`src/rtl/ad_bus_sequencer_pkg.sv`:
```
// Shared definitions for the AD bus sequencer: bus-cycle state encoding and
// phase counter width, also used by the AD switch and the testbench.
package ad_bus_sequencer_pkg;

  localparam int PH_W = 4;

  typedef enum logic [2:0] {
    IDLE  = 3'd0,
    ADDR  = 3'd1,
    TURN  = 3'd2,
    DATA  = 3'd3,
    RECOV = 3'd4
  } state_e;

endpackage

```
`src/rtl/ad_bus_sequencer.sv`:
```
// Splits one read/write request into address, turnaround, data and recovery
// phases on the multiplexed AD bus. Every output is a flop fed from next state.
module ad_bus_sequencer
  import ad_bus_sequencer_pkg::*;
#(
  parameter int W       = 8,
  parameter int ADR_CYC = 2,
  parameter int DAT_CYC = 3
) (
  input  logic         clk,
  input  logic         rst,
  input  logic         req,
  input  logic         we,
  input  logic [W-1:0] addr,
  input  logic [W-1:0] wdata,
  output logic         busy,
  output logic         done,
  output logic [W-1:0] rdata,
  output logic         adr,
  output logic         dat,
  output logic         ale,
  output logic [W-1:0] ad_out,
  output logic         ad_oe,
  input  logic [W-1:0] ad_in,
  output logic         rd_n,
  output logic         wr_n
);

  state_e            state_q, state_d;
  logic [PH_W-1:0]   ph_q, ph_d;
  logic [W-1:0]      addr_q, addr_d;
  logic [W-1:0]      wdata_q, wdata_d;
  logic              we_q, we_d;
  logic [W-1:0]      rdata_q, rdata_d;
  logic              busy_q, busy_d;
  logic              done_q, done_d;
  logic              adr_q, adr_d;
  logic              dat_q, dat_d;
  logic              ale_q, ale_d;
  logic [W-1:0]      ad_out_q, ad_out_d;
  logic              ad_oe_q, ad_oe_d;
  logic              rd_n_q, rd_n_d;
  logic              wr_n_q, wr_n_d;

  always_comb begin
    state_d = state_q;
    ph_d    = ph_q;
    addr_d  = addr_q;
    wdata_d = wdata_q;
    we_d    = we_q;
    rdata_d = rdata_q;
    case (state_q)
      IDLE: begin
        if (req) begin
          state_d = ADDR;
          ph_d    = PH_W'(ADR_CYC - 1);
          addr_d  = addr;
          wdata_d = wdata;
          we_d    = we;
        end
      end
      ADDR: begin
        if (ph_q == '0) state_d = TURN;
        else            ph_d    = ph_q - PH_W'(1);
      end
      TURN: begin
        state_d = DATA;
        ph_d    = PH_W'(DAT_CYC - 1);
      end
      DATA: begin
        if (ph_q == '0) begin
          state_d = RECOV;
          if (!we_q) rdata_d = ad_in;
        end else begin
          ph_d = ph_q - PH_W'(1);
        end
      end
      RECOV:   state_d = IDLE;
      default: state_d = IDLE;
    endcase

    // Outputs describe the cycle about to start, so they decode the next state.
    busy_d   = (state_d != IDLE);
    done_d   = (state_d == RECOV);
    adr_d    = (state_d == ADDR);
    dat_d    = (state_d == DATA);
    ale_d    = (state_q == IDLE) && (state_d == ADDR);
    ad_oe_d  = adr_d || (dat_d && we_d);
    ad_out_d = adr_d ? addr_d : ((dat_d && we_d) ? wdata_d : '0);
    rd_n_d   = !(dat_d && !we_d);
    wr_n_d   = !(dat_d && we_d);
  end

  always_ff @(posedge clk) begin
    if (rst) begin
      state_q  <= IDLE;
      ph_q     <= '0;
      addr_q   <= '0;
      wdata_q  <= '0;
      we_q     <= 1'b0;
      rdata_q  <= '0;
      busy_q   <= 1'b0;
      done_q   <= 1'b0;
      adr_q    <= 1'b0;
      dat_q    <= 1'b0;
      ale_q    <= 1'b0;
      ad_out_q <= '0;
      ad_oe_q  <= 1'b0;
      rd_n_q   <= 1'b1;
      wr_n_q   <= 1'b1;
    end else begin
      state_q  <= state_d;
      ph_q     <= ph_d;
      addr_q   <= addr_d;
      wdata_q  <= wdata_d;
      we_q     <= we_d;
      rdata_q  <= rdata_d;
      busy_q   <= busy_d;
      done_q   <= done_d;
      adr_q    <= adr_d;
      dat_q    <= dat_d;
      ale_q    <= ale_d;
      ad_out_q <= ad_out_d;
      ad_oe_q  <= ad_oe_d;
      rd_n_q   <= rd_n_d;
      wr_n_q   <= wr_n_d;
    end
  end

  assign busy   = busy_q;
  assign done   = done_q;
  assign rdata  = rdata_q;
  assign adr    = adr_q;
  assign dat    = dat_q;
  assign ale    = ale_q;
  assign ad_out = ad_out_q;
  assign ad_oe  = ad_oe_q;
  assign rd_n   = rd_n_q;
  assign wr_n   = wr_n_q;

endmodule

```
`config.mk`:
```
export PLATFORM = sky130hd
export DESIGN_NAME = ad_bus_sequencer
export DESIGN_NICKNAME = d
export VERILOG_FILES = /design/src/rtl/ad_bus_sequencer_pkg.sv /design/src/rtl/ad_bus_sequencer.sv
export SDC_FILE = /design/constraint.sdc
export NUM_CORES = 1
export LEC_CHECK = 0
export CORE_MARGIN = 2
export CORE_UTILIZATION = 40
export DETAILED_ROUTE_END_ITERATION = 6
export PLACE_DENSITY = 0.8
export SLEW_MARGIN = 40
export SYNTH_ARGS = -nofsm -noshare
export SYNTH_HDL_FRONTEND = slang
export SYNTH_SLANG_ARGS = --single-unit
```
`constraint.sdc`:
```
create_clock -name clk -period 3.3 [get_ports clk]
set_input_delay 0.66 -clock clk [delete_from_list [all_inputs] [get_ports clk]]
set_output_delay 0.66 -clock clk [all_outputs]
set_load 0.05 [all_outputs]
```
==> flow_metrics.tcl <==
set metrics [dict create \
    drt-pass1-iter-count 4 \
    drive_gt1_share_pct 8.120 \
    setup-violations-final 0 \
    crit_path_end_kind "output pin" \
    ir_drop_mv 0.4636 \
    slowest_stage "clkdlybuf4s50_1" \
    cts_tree "done" \
    die_x_um 71.28 \
    routed.top_layer "met4" \
    hold_viol 0 \
    period_share_pct 64.34 \
    grt_pass1_vias 1282 \
    via_per_inst 5.035 \
    totalPowerFinal_mw 1.985 \
    drtIter0Drc 96 \
    worstMarginPinSlew_ns 0.7150 \
    slew_headroom_pct 52.13 \
    finalMaxSlewViolations 0 \
    ctsResizeCount 0 \
    dieArea_mm2 0.005080 \
    gp_congestion 0.7714 \
    skew_ns 0.01003 \
    leakagePower_nw 0.9585 \
    grt_pass1_wl_mm 6.106 \
    crit_required_ns 2.64 \
    initial_core_util_pct 41.58 \
    numPortBuffers 51 \
    maxCapViolations 0 \
    drt-total-wl_mm 3.662 \
    numClockSinks 48 \
    start_kind "register" \
    dp.final_hpwl_mm 2.550 \
    slowest_delay_ns 0.81 \
    crit_type "register to output pin" \
    n_fill_cell 371 \
    path_delay_family "buffers and inverters" \
    synthArstFlopShare_pct 0 \
    grt_max_degree 26 \
    grt_setup_unrepaired "false" \
    antenna_left 0 \
    syn_avg_cell_area_um2 9.786 \
    m1WireLength_mm 1.669 \
    synth_nets 215 \
    cts.path.max_buffers 2 \
    drc_errors 0 \
    io_pins 52 \
    arrival_ns 1.46 \
    synth_edf_count 0 \
    critPathBufInv 1 \
    layout.nets 263 \
    grt_usage_pct 15.47 \
    min_period_ns 2.123 \
    cts_made_buffers 5 \
    areaGrowthSynthToFinish_pct 34.62 \
    rows 24 \
    overflow 0 \
    clock.fmax_ghz 0.4710 \
    cts-root-buf "clkbuf_8" \
    die_h_um 71.28 \
    path_clk_slew_ns 0.09 \
    synthesis.area_mm2 0.001810 \
    via_count 1440 \
    wl_met2_mm 1.701 \
    yosys_warnings 0 \
    synth_cells 185 \
    antenna_found_initial 0 \
    cp_cell_sequence "clkdlybuf4s50_1" \
    hold_buffers 0 \
    yosysUniqueCellTypes 32 \
    hold_class "register to register" \
    htree_levels 2 \
    ys_seq_area_share_pct 53.08 \
    clock_latency_ns 0.30 \
    synth-seq-cells 48 \
    wl_per_cell_um 12.80 \
    synth_flop_cell "dfxtp_1" \
    post-cts-setup-buffer-count 0 \
    setup_tns_ns 0 \
    core_mm2 0.004354 \
    status "finished clean" \
    diodes 0 \
    path_max_fanout 2 \
    cellPowerDensity_mw_per_mm2 814.3 \
    route.met3.wl_um 257 \
]
==> where the power goes <==
part | leakage (nW) | internal, mW | switching, mW
Clock | 0.0583 | 0.228 | 0.198
Sequential | 0.392 | 0.697 | 0.0889
Combinational | 0.508 | 0.317 | 0.455
Total | 0.958 | 1.24 | 0.742
==> cell usage in the layout, fill, tap and decap left out, types with 2 or more instances in the layout <==
master / count
dfxtp_1: 48
a2111oi_0: 2
buf_4: 3
a22o_1: 7
nor2_1: 17
nor4_1: 2
clkbuf_8: 5
mux2i_1: 9
clkdlybuf4s50_1: 50
clkinv_4: 2
nand2_1: 34
xnor2_1: 3
nand2b_1: 2
nor3_1: 8
a21oi_1: 17
or3_1: 3
ha_1: 2
inv_1: 4
==> tightest hold or removal path, stage by stage, from the launching register on <==
cell	delay, ns
dfxtp_1	0.31
nand2_1	0.06
a21oi_1	0.06
==> state kept, by name (all words and copies together), names as in the netlist <==
signal,flops
ale,1
busy,1
rdata,8
we_q,1
ad_out,8
wdata_q,8
adr,1
done,1
rd_n,1
ph_q,4
addr_q,8
wr_n,1
ad_oe,1
dat,1
state_q,3
==> routing by layer <==
metal | global-route usage, % | vias up
met5 | 0 | -
met4 | 5.660 | 0
met3 | 5.626 | 2
met2 | 23.66 | 51
met1 | 20.16 | 664
li1 | - | 723
==> worst paths after layout <==
check / startpoint / cells after the start / end / slack (ns)
max: rdata[7] / 1 / rdata[7] / 1.18
max reg2reg: state_q[2] / 4 / rdata[6] / 1.48
min: addr_q[7] / 2 / addr_q[7] / 0.47
min reg2reg: addr_q[7] / 2 / addr_q[7] / 0.47
==> metrics by stage <==
step           setup slack (ns)  util [%]  instances  cell area, µm²  hold slack [ns]
3_5_place_dp             0.8990     53.30        278            2321           0.4546
2_1_floorplan             1.492         -        185            1810           0.4384
6_report                  1.177     55.98        286            2437           0.4676
4_1_cts                   1.159     55.98        286            2437           0.4693
5_1_grt                   1.125     55.98        286            2437           0.4903
3_3_place_gp             0.9105     53.42        278            2326           0.4450
==> synthesized netlist by cell type, types with 2 or more instances <==
| master | n | share of area [%] |
|---|---|---|
| dfxtp_1 | 48 | 53 |
| nand2_1 | 34 | 7.0 |
| a21oi_1 | 17 | 4.7 |
| nor2_1 | 17 | 3.5 |
| mux2i_1 | 9 | 5.0 |
| nor3_1 | 8 | 2.2 |
| a22o_1 | 7 | 3.4 |
| buf_6 | 4 | 2.5 |
| clkbuf_1 | 4 | 0.83 |
| inv_1 | 4 | 0.83 |
| buf_2 | 3 | 0.83 |
| or3_1 | 3 | 1.0 |
| xnor2_1 | 3 | 1.5 |
| a2111oi_0 | 2 | 0.97 |
| buf_1 | 2 | 0.41 |
| ha_1 | 2 | 1.4 |
| nand2b_1 | 2 | 0.69 |
| nor4_1 | 2 | 0.69 |
==> kinds of logic after synthesis <==
logic type	Yosys count	share of synthesized area (%)
muxes	10	5.598
and+or+nand+nor	75	21.01
AOI/OAI and AO/OA	30	12.09
adders and majority gates	2	1.382
buffers and inverters	17	5.390
DFF	48	53.08
xor gates and xnor gates	3	1.452
==> layout make-up <==
class	instances	area, µm²	share of cell area (%)
clock buffer	5	68.82	2.823
tap	52	65.06	2.669
sequential	48	960.9	39.43
timing repair buffer	54	528.0	21.66
inverter	4	15.01	0.6160
multi-input combinational	120	752.0	30.85
clock inverter	3	47.55	1.951
Power figures use the tool's default switching activity.
